===== config.mk =====
export PLATFORM = sky130hd
export DESIGN_NAME = dmem_dump_ctrl_flat
export DESIGN_NICKNAME = d
export VERILOG_FILES = /design/src/rtl/dmem_dump_if.sv /design/src/rtl/dmem_dump_ctrl.sv /design/src/flat_wrapper.sv
export SDC_FILE = /design/constraint.sdc
export NUM_CORES = 1
export LEC_CHECK = 0
export ABC_AREA = 1
export BUFFER_PORTS_ARGS = -buffer_cell sky130_fd_sc_hd__buf_2
export CORE_UTILIZATION = 45
export DETAILED_ROUTE_END_ITERATION = 16
export PLACE_DENSITY = 0.81
export SLEW_MARGIN = 25
export SYNTH_ARGS = -nofsm -noshare
export SYNTH_HDL_FRONTEND = slang
export SYNTH_SLANG_ARGS = --single-unit

===== constraint.sdc =====
create_clock -name clk -period 2.7 [get_ports clk]
set_input_delay 0.405 -clock clk [delete_from_list [all_inputs] [get_ports clk]]
set_output_delay 0.405 -clock clk [all_outputs]
set_load 0.02 [all_outputs]

===== src/rtl/dmem_dump_if.sv =====
// Bus bundle between the dump controller, the CPU data port, the data memory
// and the word-stream consumer. master = controller side, slave = environment.
interface dmem_dump_if #(
    parameter int IDX_W = 5
);
    logic [31:0]      cpu_daddr;
    logic [31:0]      cpu_dwdata;
    logic [3:0]       cpu_dwe;
    logic [31:0]      cpu_drdata;
    logic             cpu_halt;
    logic [31:0]      mem_daddr;
    logic [31:0]      mem_dwdata;
    logic [3:0]       mem_dwe;
    logic [31:0]      mem_drdata;
    logic             out_valid;
    logic             out_ready;
    logic [31:0]      out_data;
    logic [IDX_W-1:0] out_index;

    modport master (
        input  cpu_daddr, cpu_dwdata, cpu_dwe, mem_drdata, out_ready,
        output cpu_drdata, cpu_halt, mem_daddr, mem_dwdata, mem_dwe,
               out_valid, out_data, out_index
    );

    modport slave (
        output cpu_daddr, cpu_dwdata, cpu_dwe, mem_drdata, out_ready,
        input  cpu_drdata, cpu_halt, mem_daddr, mem_dwdata, mem_dwe,
               out_valid, out_data, out_index
    );
endinterface


===== src/rtl/dmem_dump_ctrl.sv =====
// Data-memory dump sequencer: halts the CPU, borrows the dmem port, reads
// NWORDS consecutive words from a base address and streams them out.
module dmem_dump_ctrl #(
    parameter int NWORDS = 32,
    parameter int IDX_W  = 5
) (
    input  logic               clk,
    input  logic               reset,
    input  logic               start,
    input  logic               abort,
    input  logic [31:0]        base_addr,
    dmem_dump_if.master        bus,
    output logic               busy,
    output logic               done
);

    typedef enum logic [2:0] {
        ST_IDLE = 3'd0,
        ST_HALT = 3'd1,
        ST_READ = 3'd2,
        ST_SEND = 3'd3,
        ST_DONE = 3'd4
    } state_t;

    localparam logic [IDX_W-1:0] LAST_IDX = IDX_W'(NWORDS - 1);
    localparam logic [IDX_W-1:0] IDX_ONE  = IDX_W'(1);

    state_t           state_r;
    logic [IDX_W-1:0] idx_r;
    logic [31:0]      base_r;
    logic [31:0]      out_data_r;
    logic             halt_r;
    logic             valid_r;
    logic             busy_r;
    logic             done_r;
    logic [31:0]      idx_ext_s;
    logic [31:0]      read_addr_s;

    // Word address of the current read; wraps naturally at 2**32.
    always_comb begin
        idx_ext_s   = 32'(idx_r);
        read_addr_s = base_r + (idx_ext_s << 2'd2);
    end

    // Dump sequencer; every output flag is registered alongside the next state.
    always_ff @(posedge clk or posedge reset) begin
        if (reset) begin
            state_r    <= ST_IDLE;
            idx_r      <= '0;
            base_r     <= 32'd0;
            out_data_r <= 32'd0;
            halt_r     <= 1'b0;
            valid_r    <= 1'b0;
            busy_r     <= 1'b0;
            done_r     <= 1'b0;
        end else begin
            case (state_r)
                ST_IDLE: begin
                    // abort beats a simultaneous start
                    if (start && !abort) begin
                        state_r <= ST_HALT;
                        base_r  <= base_addr & 32'hFFFF_FFFC;
                        idx_r   <= '0;
                        halt_r  <= 1'b1;
                        busy_r  <= 1'b1;
                    end else begin
                        state_r <= ST_IDLE;
                        halt_r  <= 1'b0;
                        busy_r  <= 1'b0;
                    end
                    valid_r <= 1'b0;
                    done_r  <= 1'b0;
                end
                ST_HALT: begin
                    if (abort) begin
                        state_r <= ST_IDLE;
                        idx_r   <= '0;
                        halt_r  <= 1'b0;
                        busy_r  <= 1'b0;
                    end else begin
                        state_r <= ST_READ;
                    end
                end
                ST_READ: begin
                    if (abort) begin
                        state_r <= ST_IDLE;
                        idx_r   <= '0;
                        halt_r  <= 1'b0;
                        busy_r  <= 1'b0;
                    end else begin
                        out_data_r <= bus.mem_drdata;
                        valid_r    <= 1'b1;
                        state_r    <= ST_SEND;
                    end
                end
                ST_SEND: begin
                    if (abort) begin
                        state_r <= ST_IDLE;
                        idx_r   <= '0;
                        halt_r  <= 1'b0;
                        busy_r  <= 1'b0;
                        valid_r <= 1'b0;
                    end else if (bus.out_ready) begin
                        valid_r <= 1'b0;
                        if (idx_r == LAST_IDX) begin
                            state_r <= ST_DONE;
                            done_r  <= 1'b1;
                        end else begin
                            idx_r   <= idx_r + IDX_ONE;
                            state_r <= ST_READ;
                        end
                    end else begin
                        state_r <= ST_SEND;
                    end
                end
                ST_DONE: begin
                    // abort here lands in the same place as normal completion
                    state_r <= ST_IDLE;
                    idx_r   <= '0;
                    halt_r  <= 1'b0;
                    busy_r  <= 1'b0;
                    done_r  <= 1'b0;
                end
                default: begin
                    state_r <= ST_IDLE;
                    idx_r   <= '0;
                    halt_r  <= 1'b0;
                    busy_r  <= 1'b0;
                    valid_r <= 1'b0;
                    done_r  <= 1'b0;
                end
            endcase
        end
    end

    // Port ownership: CPU passes through only in IDLE; writes are blocked otherwise.
    always_comb begin
        bus.mem_daddr  = bus.cpu_daddr;
        bus.mem_dwdata = bus.cpu_dwdata;
        bus.mem_dwe    = bus.cpu_dwe;
        case (state_r)
            ST_IDLE: begin
                bus.mem_daddr  = bus.cpu_daddr;
                bus.mem_dwdata = bus.cpu_dwdata;
                bus.mem_dwe    = bus.cpu_dwe;
            end
            ST_READ: begin
                bus.mem_daddr  = read_addr_s;
                bus.mem_dwdata = 32'd0;
                bus.mem_dwe    = 4'd0;
            end
            default: begin
                bus.mem_daddr  = bus.cpu_daddr;
                bus.mem_dwdata = 32'd0;
                bus.mem_dwe    = 4'd0;
            end
        endcase
    end

    assign bus.cpu_drdata = bus.mem_drdata;
    assign bus.cpu_halt   = halt_r;
    assign bus.out_valid  = valid_r;
    assign bus.out_data   = out_data_r;
    assign bus.out_index  = idx_r;
    assign busy           = busy_r;
    assign done           = done_r;

endmodule


===== src/flat_wrapper.sv =====
// flat-port wrapper written by rule: the top's interface ports become plain ports
module dmem_dump_ctrl_flat 
#(
    parameter int NWORDS = 32,
    parameter int IDX_W  = 5
)
  (clk, reset, start, abort, base_addr, busy, done, bus_cpu_daddr, bus_cpu_dwdata, bus_cpu_dwe, bus_mem_drdata, bus_out_ready, bus_cpu_drdata, bus_cpu_halt, bus_mem_daddr, bus_mem_dwdata, bus_mem_dwe, bus_out_valid, bus_out_data, bus_out_index);
  dmem_dump_if #(.IDX_W(IDX_W)) bus_i ();
  input  logic clk;
  input  logic reset;
  input  logic start;
  input  logic abort;
  input  logic [31:0] base_addr;
  output logic busy;
  output logic done;
  input wire logic [$bits(bus_i.cpu_daddr)-1:0] bus_cpu_daddr;
  input wire logic [$bits(bus_i.cpu_dwdata)-1:0] bus_cpu_dwdata;
  input wire logic [$bits(bus_i.cpu_dwe)-1:0] bus_cpu_dwe;
  input wire logic [$bits(bus_i.mem_drdata)-1:0] bus_mem_drdata;
  input wire logic [$bits(bus_i.out_ready)-1:0] bus_out_ready;
  output wire logic [$bits(bus_i.cpu_drdata)-1:0] bus_cpu_drdata;
  output wire logic [$bits(bus_i.cpu_halt)-1:0] bus_cpu_halt;
  output wire logic [$bits(bus_i.mem_daddr)-1:0] bus_mem_daddr;
  output wire logic [$bits(bus_i.mem_dwdata)-1:0] bus_mem_dwdata;
  output wire logic [$bits(bus_i.mem_dwe)-1:0] bus_mem_dwe;
  output wire logic [$bits(bus_i.out_valid)-1:0] bus_out_valid;
  output wire logic [$bits(bus_i.out_data)-1:0] bus_out_data;
  output wire logic [$bits(bus_i.out_index)-1:0] bus_out_index;
  assign bus_i.cpu_daddr = bus_cpu_daddr;
  assign bus_i.cpu_dwdata = bus_cpu_dwdata;
  assign bus_i.cpu_dwe = bus_cpu_dwe;
  assign bus_i.mem_drdata = bus_mem_drdata;
  assign bus_i.out_ready = bus_out_ready;
  assign bus_cpu_drdata = bus_i.cpu_drdata;
  assign bus_cpu_halt = bus_i.cpu_halt;
  assign bus_mem_daddr = bus_i.mem_daddr;
  assign bus_mem_dwdata = bus_i.mem_dwdata;
  assign bus_mem_dwe = bus_i.mem_dwe;
  assign bus_out_valid = bus_i.out_valid;
  assign bus_out_data = bus_i.out_data;
  assign bus_out_index = bus_i.out_index;
  dmem_dump_ctrl #(.NWORDS(NWORDS), .IDX_W(IDX_W)) u_core (.clk(clk), .reset(reset), .start(start), .abort(abort), .base_addr(base_addr), .bus(bus_i), .busy(busy), .done(done));
endmodule

* Word-level counts from Yosys, hierarchy flattened *
Index checks and enable logic that the tools add are counted.
Widths: inputs -> output; s select.

cells by class
  add/sub/neg operators = 2
  equal/unequal tests = 14
  mux-type cells = 27
  bitwise logic cells = 3
  reduce and logical (&&, ||, !) cells = 11

operator list
  kind                 number
  $mux 32              2
  $add 32x7->32        1
  $mux 5               5
  $pmux 5 s3           1
  $pmux 3 s4           1
  $mux 1               9
  $mux 3               3
  $ne 2x1->1 const B   4
  $reduce_and 4->1     2
  $eq 3x2->1 const B   2
  $ne 2x2->1 const B   3
  $ne 3x3->1 const B   2
  $add 5x1->5 const B  1
  $eq 5x5->1 const B   1
  $mux 2               2
  $mux 4               1
  $pmux 1 s2           2
  $reduce_and 2->1     2
  $reduce_or 2->1      2
  $eq 3x1->1 const B   1
  $eq 3x3->1 const B   1
  $logic_not 3->1      1
  $not 1->1            3
  $pmux 1 s3           1
  4 further kinds      4

word-level totals
  flip-flop bits (word level) = 73
  input bits = 137

* Depth between registers and ports, before layout *
Gate-level depths: netlist of run 1.

  word-level depth = 5
  depth in mapped cells = 11
  gate-level depth less buffers = 11

* Worst setup path after synthesis of run 1 *
OpenSTA, ideal clock, no wires.

  path kind = register to output
  from = reg u_core.idx_r[0] (netlist: u_core.bus.out_index[0])
  to = out bus_mem_daddr[6]
  arrival = 2.050 ns
  data required time = 2.295 ns
  setup slack = 0.245 ns
  stages on the path, launching flop included = 8
  path buffers = 0
  cells stage by stage = dfrtp_1 > ha_1 > fa_1 > nand2_1 > nand2_1 > and2_1 > xnor2_1 > o21ai_0

on the way
  cells in the longest elaborated chain, start to end = 2

RTL lines
  element                 line                   source
  start, declared         dmem_dump_ctrl.sv:29   logic [IDX_W-1:0] idx_r;
  start signal, assigned  dmem_dump_ctrl.sv:109  idx_r <= idx_r + IDX_ONE;
  $add 32x7->32           dmem_dump_ctrl.sv:42   read_addr_s = base_r + (idx_ext_s << 2'd2);
  $mux 32                 dmem_dump_ctrl.sv:141  case (state_r)
  end, declared           flat_wrapper.sv:23     output wire logic [$bits(bus_i.mem_daddr)-1:0] bus_mem_daddr;

No other way between the ends.

* Worst setup path in the final report of run 1 *
  from = reg u_core.idx_r[0] (netlist: u_core.bus.out_index[0])
  to = out bus_mem_daddr[18]

Same word-level chain as after synthesis.

==> results.py, run 1 <==
metrics = {
    "outcome": {
        "status": "completed",
    },
    "placement": {
        "dpl.hpwl_um": 10600,
        "gp_congestion": 0.8896,
        "io_buffers": 275,
        "dp.cells": 1041,
    },
    "timing": {
        "drv_slew": 0,
        "finalHoldViolCount": 0,
        "skew_ns": 0.008271,
        "slew_headroom": 0.5435,
        "finalCritPeriodShare": 0.9511,
        "layout_min_cycle_time_ns": 2.568,
        "max_freq_mhz": 389.4,
        "tightest_slew_ns": 0.6838,
        "setup_viol": 0,
    },
    "power_and_ir_drop": {
        "power.leakage_nw": 3.897,
        "p_total_w": 0.006322,
        "vdd_ir_drop_max_mv": 0.5194,
        "power_density_nw_per_um2": 969.7,
    },
    "synthesis": {
        "synth_area_um2": 4966,
        "synth_mux_area_frac": 0.1119,
        "ys_ff_latch": 73,
        "syn_inst": 678,
        "avgSynthCellArea_um2": 7.325,
        "synth_nets": 823,
        "synth_compound_area_frac": 0.03930,
        "ys_types": 35,
        "synth_warnings": 0,
        "synth_xor_area_frac": 0.005291,
        "synthSimpleGateAreaFrac": 0.3132,
        "synth-adder-area-share": 0.02167,
        "synth_top_family_by_area": "simple AND/OR/NAND/NOR gates",
        "synth_seq_area_share": 0.3679,
    },
    "route": {
        "drt_iter0_drc": 232,
        "ant_nets": 0,
        "viasPerCell": 4.739,
        "routedWlPerCell_um": 12.83,
        "drc": 0,
        "drt_first_pass_iters": 4,
        "vias": 5023,
        "drt_wl_total_um": 13600,
    },
    "critical_path": {
        "max_stage_delay_ns": 0.40,
        "crit_fanout": 10,
        "cp_slowest_cell": "fa_2",
        "crit_buf_inv": 1,
        "cp-start-kind": "flop",
        "path_cells": "ha_2 > fa_2 > nand2_1 > nand2_2 > nand3_2 > nand2_4 > nand2_1 > nor2_1 > o21ai_1 > buf_2",
        "endpoint_kind": "output port",
        "required_ns": 2.30,
        "arrival_ns": 2.16,
        "worstSetupPathType": "flop to output port",
        "path_common_cell": "nand2_1",
        "critical-path-top-delay-family": "adder cells",
    },
    "clock_tree": {
        "cts_buffers": 9,
        "h-tree-depth": 3,
        "cts.sinks": 73,
        "cts_tree": "done",
        "cts_buffer_depth": 2,
        "cts_root_buf": "clkbuf_8",
        "clk_pin_slew_ns": 0.09,
        "clk-insertion-delay-late_ns": 0.35,
    },
    "global_route": {
        "grt_pass1_vias": 4602,
        "track_usage": 0.2391,
        "grt_pass1_wl_um": 21790,
        "grt-ovfl-total": 0,
        "antenna_found_initial": 1,
        "grt_max_degree": 55,
    },
    "cells_and_area": {
        "post-route-util": 0.6204,
        "fillers": 991,
        "syn2layout_area_growth_pct": 31.29,
        "layout_commonest_cell": "buf_2",
        "nNetsFinal": 1064,
        "instances_no_fill": 1060,
        "drive_gt1_frac": 0.3918,
        "antenna_cells": 0,
        "mostFrequentLayoutCells": "buf_2 (274), nand2_1 (188), nor2_1 (104), inv_1 (83), dfrtp_1 (72)",
    },
    "floorplanning": {
        "fp.dieW_um": 107.1,
        "core_um2": 10510,
        "row_count": 37,
        "die_h_um": 107.1,
        "start_util": 0.4726,
        "pin_count": 278,
        "die_area_um2": 11460,
    },
    "worst_hold_path": {
        "hp-class": "primary input to async pin",
    },
    "job": {
        "cap_violations": 0,
    },
}
path summary, 6_finish.rpt:
kind / start / endpoint / slack [ns] / cells after the start
worst max-delay path: u_core.bus.out_index[0] / bus_mem_daddr[18] / 0.13 / 10
worst min-delay path: reset / u_core.bus.out_data[1] / 0.15 / 2
worst max register to register: u_core.state_r[2] / u_core.bus.out_data[19] / 0.80 / 5
worst min register to register: u_core.bus.out_valid / u_core.bus.out_valid / 0.48 / 2
max in group asynchronous: reset / u_core.bus.out_index[1] / 1.86 / 3
min in group clk: base_addr[3] / u_core.base_r[3] / 0.28 / 2
cell type report:
class | instances | area [um^2] | share of cell area
multi-input cells | 461 | 2534 | 0.3886
flip-flops and latches | 73 | 1828 | 0.2804
repair buffers | 281 | 1436 | 0.2203
inverters | 93 | 351.6 | 0.05392
well taps | 136 | 170.2 | 0.02610
clock buffers | 9 | 123.9 | 0.01900
clock inverters | 7 | 76.32 | 0.01171
timing repair:
item / 4_1_cts / 5_1_grt
pin swaps: 0 / 4
setup buffers: 1 / 2
cloned: 0 / 0
hold buffers: 0 / 0
hold endpoints to repair: 0 / 0
gates resized for setup: 5 / 16
endpoints found under the setup margin: 13 / 20
flip-flops by register name, indices dropped and copies added (netlist names):
register and flops:
u_core.base_r 30, u_core.bus.out_data 32, u_core.bus.out_index 5, u_core.bus.out_valid 1, u_core.busy 1, u_core.done 1, u_core.state_r 3
through the flow:
stage	hold slack (ns)	setup WS (ns)	setup TNS, ns	instance area (um^2)
floorplan	0.4684	0.2451	0	4966
CTS	0.1656	0.02428	0	6424
global route	0.1807	-0.001762	-0.001762	6520
global placement	0.4514	0.2621	0	6200
finish	0.1531	0.1319	0	6520
detailed placement	0.4648	0.2197	0	6200
power breakdown:
group	switching [W]	internal, W
clock network	0.000442	0.000433
registers	0.000386	0.00157
logic	0.00216	0.00133
total	0.00298	0.00334
routing by layer:
| metal | up-vias | share of wire | global-route usage |
|---|---|---|---|
| met1 | 2262 | 0.44 | 0.3099 |
| li1 | 2562 | - | - |
| met2 | 183 | 0.48 | 0.4069 |
| met3 | 14 | 0.065 | 0.05410 |
| met5 | - | 0.00096 | 0 |
| met4 | 2 | 0.013 | 0.05088 |
cell families after synthesis:
kind of cell	after synthesis
XOR/XNOR	3
buffers and inverters	144
AND/OR/NAND/NOR	373
multiplexers	40
flip-flops	73
adder cells (fa/ha/maj)	8
AO/OA/AOI/OAI	37
cell usage after synthesis:
library cell / count / share of area
inv_4: 1 / 0.0013
o21ai_0: 5 / 0.0050
nand4_1: 6 / 0.0076
o2111ai_1: 1 / 0.0018
nand3_4: 1 / 0.0035
fa_1: 1 / 0.0040
o21ai_1: 4 / 0.0040
clkinv_1: 2 / 0.0015
o21ai_2: 1 / 0.0018
buf_4: 33 / 0.050
nand2_1: 192 / 0.15
nand3_1: 53 / 0.053
inv_1: 84 / 0.063
nor4_1: 2 / 0.0025
xnor2_1: 2 / 0.0035
nor2_4: 2 / 0.0045
nor2_1: 104 / 0.079
nand3b_1: 4 / 0.0060
mux2_4: 28 / 0.085
mux2_1: 6 / 0.014
nor2_2: 2 / 0.0025
o31ai_1: 1 / 0.0015
and2_1: 1 / 0.0013
dfrtp_1: 73 / 0.37
nand2_4: 1 / 0.0023
xor2_1: 1 / 0.0018
buf_2: 8 / 0.0081
mux2_2: 6 / 0.014
clkbuf_1: 7 / 0.0053
nor3_1: 2 / 0.0020
a21oi_1: 25 / 0.025
ha_1: 7 / 0.018
nand2_2: 3 / 0.0038
inv_2: 6 / 0.0045
buf_6: 3 / 0.0068
worst register-to-register path: stages, from the launching register on:
cell     delay [ns]
dfrtp_1        0.45
nor2_4         0.15
nand2_2        0.08
inv_4          0.26
nand2_4        0.39
mux2_1         0.47
(Power assumes the default switching activity.)
==> run 2: changes to the inputs <==
REMOVE_ABC_BUFFERS = 1   (was unset)
SETUP_SLACK_MARGIN = 0.4   (was unset)
==> run 2 against run 1 <==
Compared with the run above:
- setup slack gained 0.042 ns
- cell count up 1.3%
- register-to-register slack about the same
- wire length grew 4.3%
- maximum frequency up 1.7%
- critical path type unchanged
- largest cell class unchanged
- largest power group unchanged
==> results.py, run 2 (synthesis results as in run 1) <==
metrics = {
    "placement": {
        "io_buffers": 275,
        "dpl.hpwl_um": 10330,
        "gp_congestion": 0.8631,
        "dp.cells": 1043,
    },
    "cells_and_area": {
        "nNetsFinal": 1078,
        "multiInputGateArea_um2": 2739,
        "largest_register_ffs": 32,
        "layout_commonest_cell": "buf_2",
        "drive_gt1_frac": 0.4424,
        "fillers": 895,
        "instances_no_fill": 1074,
        "syn2layout_area_growth_pct": 39.96,
        "mostFrequentLayoutCells": "buf_2 (252), nand2_1 (171), nor2_1 (98), inv_1 (79), dfrtp_1 (68)",
        "seqCellArea_um2": 1833,
        "antenna_cells": 0,
    },
    "timing": {
        "layout_min_cycle_time_ns": 2.526,
        "final.setup.tns_ns": 0,
        "tightest_slew_ns": 0.6075,
        "finalCritPeriodShare": 0.9355,
        "drv_slew": 0,
        "max_freq_mhz": 395.9,
        "slew_headroom": 0.5944,
        "finalHoldViolCount": 0,
        "setup_viol": 0,
        "rsz0062_at_grt": "true",
        "skew_ns": 0.01316,
    },
    "route": {
        "routedWlPerCell_um": 13.21,
        "drt_first_pass_iters": 4,
        "drc": 0,
        "drt_wl_total_um": 14190,
        "drt_iter0_drc": 224,
        "ant_nets": 0,
        "viasPerCell": 4.737,
        "vias": 5088,
    },
    "floorplanning": {
        "pin_count": 278,
        "start_util": 0.4726,
        "die_h_um": 107.1,
        "fp.dieW_um": 107.1,
        "row_count": 37,
        "die_area_um2": 11460,
        "core_um2": 10510,
    },
    "critical_path": {
        "required_ns": 2.30,
        "r2r_cells": 5,
        "worstSetupPathType": "flop to output port",
        "cp-start-kind": "flop",
        "reg2reg_from": "u_core.state_r[2]",
        "timing.rr.end": "u_core.bus.out_data[17]",
        "arrival_ns": 2.12,
        "rrSetupSlack_ns": 0.79,
        "endpoint_kind": "output port",
        "crit_fanout": 5,
    },
    "clock_tree": {
        "clk_pin_slew_ns": 0.09,
        "cts_root_buf": "clkbuf_8",
        "h-tree-depth": 3,
        "cts_tree": "done",
        "clk-insertion-delay-late_ns": 0.36,
        "cts_buffer_depth": 2,
        "cts.sinks": 73,
        "cts_buffers": 9,
    },
    "global_route": {
        "grt_pass1_vias": 4637,
        "grt-ovfl-total": 0,
        "grt_max_degree": 47,
        "antenna_found_initial": 2,
        "track_usage": 0.2439,
        "grt_pass1_wl_um": 21850,
    },
    "power_and_ir_drop": {
        "power_frac_seq": 0.295,
        "p_clk_frac": 0.138,
        "vdd_ir_drop_max_mv": 0.6262,
        "p_int_w": 0.003557,
        "power_density_nw_per_um2": 967.1,
        "p_sw_frac": 0.4708,
        "pwr-share-comb": 0.567,
        "power.leakage_nw": 4.032,
        "p_switching_w": 0.003165,
    },
    "job": {
        "cap_violations": 0,
    },
    "outcome": {
        "status": "completed",
    },
    "worst_hold_path": {
        "hp-class": "primary input to async pin",
    },
}
run 2: area by class of cell:
class,instances,area share
inverters,93,0.05167
well taps,136,0.02448
repair buffers,294,0.2356
flip-flops and latches,73,0.2637
clock buffers,10,0.01980
clock inverters,6,0.01062
multi-input cells,462,0.3941
run 2: worst max-delay path by stage:
stage,start,end,slack [ns],cells past startpoint
floorplan,u_core.bus.out_index[0],bus_mem_daddr[6],0.25,7
global placement,u_core.bus.out_index[0],bus_mem_daddr[24],0.25,12
detailed placement,u_core.bus.out_index[0],bus_mem_daddr[24],0.23,12
CTS,u_core.base_r[2],bus_mem_daddr[26],0.15,12
global route,u_core.base_r[2],bus_mem_daddr[26],0.04,12
finish,u_core.base_r[2],bus_mem_daddr[30],0.17,11
run 2: layer usage:
layer,part of all wire,up-vias,global-route usage
met4,0.019,2,0.08219
met3,0.066,21,0.06322
li1,-,2592,-
met1,0.41,2265,0.2931
met2,0.51,208,0.4221
met5,0.00092,-,0
run 2: critical path, stage by stage, from the launching register on:
cell and delay [ns]:
dfrtp_1 0.42, ha_4 0.18, fa_2 0.37, nand2_2 0.11
nand2_4 0.08, nand3_4 0.11, nand2_4 0.09, nand3_1 0.09
nand2_1 0.06, nand3_1 0.07, nand2_1 0.05, buf_2 0.15
run 2: stage by stage:
stage               hold WS [ns]  instance area, um^2  utilization  total power, W  setup WS (ns)
finish                    0.1003                 6950       0.6614        0.006722         0.1742
global route              0.1202                 6950       0.6614        0.007198        0.03552
CTS                      0.09708                 6668       0.6345        0.006497         0.1535
detailed placement        0.4709                 6215       0.5914        0.005390         0.2303
global placement          0.4621                 6215       0.5914        0.005327         0.2519
floorplan                 0.4684                 4618            -        0.004241         0.2451
run 2: repair_timing:
| action | in CTS | in global routing |
|---|---|---|
| endpoints found under the setup margin | 28 | 28 |
| resized for setup | 53 | 61 |
| buffers inserted | 7 | 7 |
| cloned | 1 | 0 |
| hold buffers | 0 | 0 |
| pin swaps | 13 | 21 |
run 2: power groups by stage:
stage	registers, W	clock network [W]	logic (W)
2_1_floorplan	0.00220	0	0.00204
3_3_place_gp	0.00194	0	0.00338
3_5_place_dp	0.00195	0	0.00344
4_1_cts	0.00195	0.000957	0.00359
5_1_grt	0.00205	0.00101	0.00415
6_report	0.00199	0.000926	0.00381
==> run 3: changes to the inputs <==
ABC_AREA = 0   (was 1)
CORE_AREA = 2 2 107 109   (was unset)
CORE_UTILIZATION = unset   (was 45)
DIE_AREA = 0 0 109 111   (was unset)
PLACE_DENSITY = 0.77   (was 0.81)
==> run 3 against run 2 <==
Compared with the run above:
- the flow now finishes with violations (negative setup slack)
- critical endpoint is now bus_mem_daddr[24]
- wire length shrank 6.3%
- clock-buffer cell count is the same
- maximum frequency shrank 12%
- area after synthesis shrank 11%
- first-iteration DRC count shrank 21%
- sequential power shrank 20%
==> results.py, run 3 <==
metrics = {
    "outcome": {
        "status": "finished with violations",
        "violations": "negative setup slack",
    },
    "critical_path": {
        "arrival_ns": 2.46,
        "endpoint_kind": "output port",
        "cp-start-kind": "flop",
        "rrSetupSlack_ns": 0.44,
        "required_ns": 2.30,
        "crit_fanout": 5,
        "reg2reg_from": "u_core.bus.out_index[1]",
        "worstSetupPathType": "flop to output port",
        "timing.rr.end": "u_core.bus.out_index[3]",
        "r2r_cells": 11,
    },
    "route": {
        "vias": 4222,
        "drc": 0,
        "drt_iter0_drc": 178,
        "routedWlPerCell_um": 15.65,
        "drt_wl_total_um": 13290,
        "ant_nets": 0,
        "viasPerCell": 4.973,
        "drt_first_pass_iters": 4,
    },
    "floorplanning": {
        "start_util": 0.4011,
        "die_area_um2": 12100,
        "fp.dieW_um": 109,
        "core_um2": 11080,
        "die_h_um": 111,
        "pin_count": 278,
        "row_count": 39,
    },
    "global_route": {
        "track_usage": 0.2117,
        "grt_max_degree": 49,
        "grt-ovfl-total": 0,
        "grt_pass1_vias": 4109,
        "antenna_found_initial": 1,
        "grt_pass1_wl_um": 19890,
    },
    "clock_tree": {
        "clk-insertion-delay-late_ns": 0.34,
        "cts.sinks": 73,
        "cts_buffer_depth": 2,
        "h-tree-depth": 3,
        "clk_pin_slew_ns": 0.06,
        "cts_root_buf": "clkbuf_16",
        "cts_buffers": 9,
        "ctsHoldBuffers": 0,
        "cts_tree": "done",
    },
    "power_and_ir_drop": {
        "vdd_ir_drop_max_mv": 0.4382,
        "power_density_nw_per_um2": 695.4,
        "power.leakage_nw": 3.223,
        "p_total_w": 0.004557,
    },
    "cells_and_area": {
        "largest_register_ffs": 32,
        "syn2layout_area_growth_pct": 47.48,
        "nNetsFinal": 845,
        "post-route-util": 0.5916,
        "drive_gt1_frac": 0.6156,
        "final_cell_area_um2": 6553,
        "layout_commonest_cell": "buf_2",
        "mostFrequentLayoutCells": "buf_2 (259), dfrtp_1 (65), mux2_2 (62), nand2_1 (42), and2_1 (41)",
    },
    "synthesis": {
        "synthTopCellsByCount": "dfrtp_1 (73), mux2_2 (63), nand2_1 (43)",
        "synth_top_area_cell": "dfrtp_1",
        "ys_ff_latch": 73,
        "syn_inst": 438,
        "yosys.cell_count.top_type": "dfrtp_1",
        "synth_top_area_frac": 0.4112,
        "ys_types": 46,
        "synth_seq_area_share": 0.4112,
        "synth_warnings": 0,
        "synth_area_um2": 4443,
        "synth_edf_count": 0,
        "synthTopCellsByArea": "dfrtp_1 (41%), mux2_2 (16%), buf_4 (6.3%), and2_1 (5.8%), o21ai_0 (4.1%)",
        "avgSynthCellArea_um2": 10.14,
        "async_flop_share": 1.000,
        "ys.flop_type": "dfrtp_1",
    },
    "timing": {
        "max_freq_mhz": 348.9,
        "layout_min_cycle_time_ns": 2.866,
        "drv_slew": 0,
        "skew_ns": 0.008544,
        "finalCritPeriodShare": 1.062,
        "holdWs_ns": 0.1495,
        "worst_slack_ns": -0.1663,
        "setup_viol": 15,
        "finalHoldViolCount": 0,
        "slew_headroom": 0.5657,
        "tightest_slew_ns": 0.6505,
        "final.setup.tns_ns": -1.387,
        "rsz0062_at_grt": "true",
    },
    "job": {
        "cap_violations": 0,
    },
    "placement": {
        "gp_congestion": 0.9070,
        "postPlaceCellArea_um2": 5749,
        "io_buffers": 275,
        "dpl.hpwl_um": 9571,
    },
    "worst_hold_path": {
        "hp-class": "primary input to async pin",
    },
}
-- run 3: cell types whose count changed in the layout (fill, tap and decap cells not counted), sizes merged, moves of 26 or more --
cell and delta:
nand2 -154, inv -91, and2 +41, o21ai +26
nor2 -95, nand3 -50
-- run 3: worst max-delay path, stage by stage (launching register included) --
cell and delay (ns):
dfrtp_1 0.39, ha_2 0.21, fa_2 0.35, a211oi_2 0.27
o21bai_1 0.14, buf_4 0.18, and4_1 0.18, xnor2_1 0.12
o21ai_1 0.13, buf_4 0.16
-- run 3: metal layers --
| layer | vias up | track usage | share of wire |
|---|---|---|---|
| li1 | 2022 | - | - |
| met2 | 205 | 0.3814 | 0.53 |
| met4 | 0 | 0.08291 | 0.024 |
| met5 | - | 0 | 0 |
| met3 | 23 | 0.05409 | 0.080 |
| met1 | 1972 | 0.2330 | 0.37 |
-- run 3: cells by family (layout without fill, tap and decap cells) --
group                      Yosys count  after routing  synth area share
and+or+nand+nor                    157            158            0.1971
DFF                                 73             73            0.4112
muxes                               65             65            0.1645
buffers and inverters               57            323           0.08251
AOI/OAI and AO/OA                   53             53           0.07125
xor gates and xnor gates            25             25           0.04928
adders and majority gates            8              8           0.02422
other                                0              1                 0
-- run 3: area by class of cell --
class                      count  area [um^2]
antenna                        1        2.502
clock buffer                  10        239.0
clock inverter                 6        115.1
fill                         940         4524
inverter                       2        7.507
multi-input combinational    309         2477
sequential                    73         1837
tap                          143        178.9
timing repair buffer         305         1695
-- run 3: metrics by stage --
step	cells	worst slack, ns
after floorplan	383	-0.2815
after global placement	814	0.03150
after detailed placement	814	0.008508
after CTS	838	-0.1327
after global routing	849	-0.3077
final	849	-0.1663
-- run 3: what timing repair did --
item / in CTS / in global routing
cloned: 3 / 0
buffers inserted: 5 / 10
resized for setup: 41 / 61
pin swaps: 12 / 28
setup endpoints to repair: 66 / 59
-- run 3: worst max-delay path by stage --
stage                                        from  slack, ns                end
after floorplan           u_core.bus.out_index[2]      -0.28  bus_mem_daddr[31]
after global placement    u_core.bus.out_index[0]       0.03  bus_mem_daddr[24]
after detailed placement  u_core.bus.out_index[0]      0.009  bus_mem_daddr[24]
after CTS                 u_core.bus.out_index[0]      -0.13  bus_mem_daddr[24]
after global routing             u_core.base_r[2]      -0.31  bus_mem_daddr[20]
final                     u_core.bus.out_index[0]      -0.17  bus_mem_daddr[24]
-- run 3: report_power, final --
part	total (W)	internal [W]	switching, W
sequential	0.00160	0.00137	0.000230
clock	0.00142	0.000931	0.000488
combinational	0.00154	0.000699	0.000840
total	0.00456	0.00300	0.00156
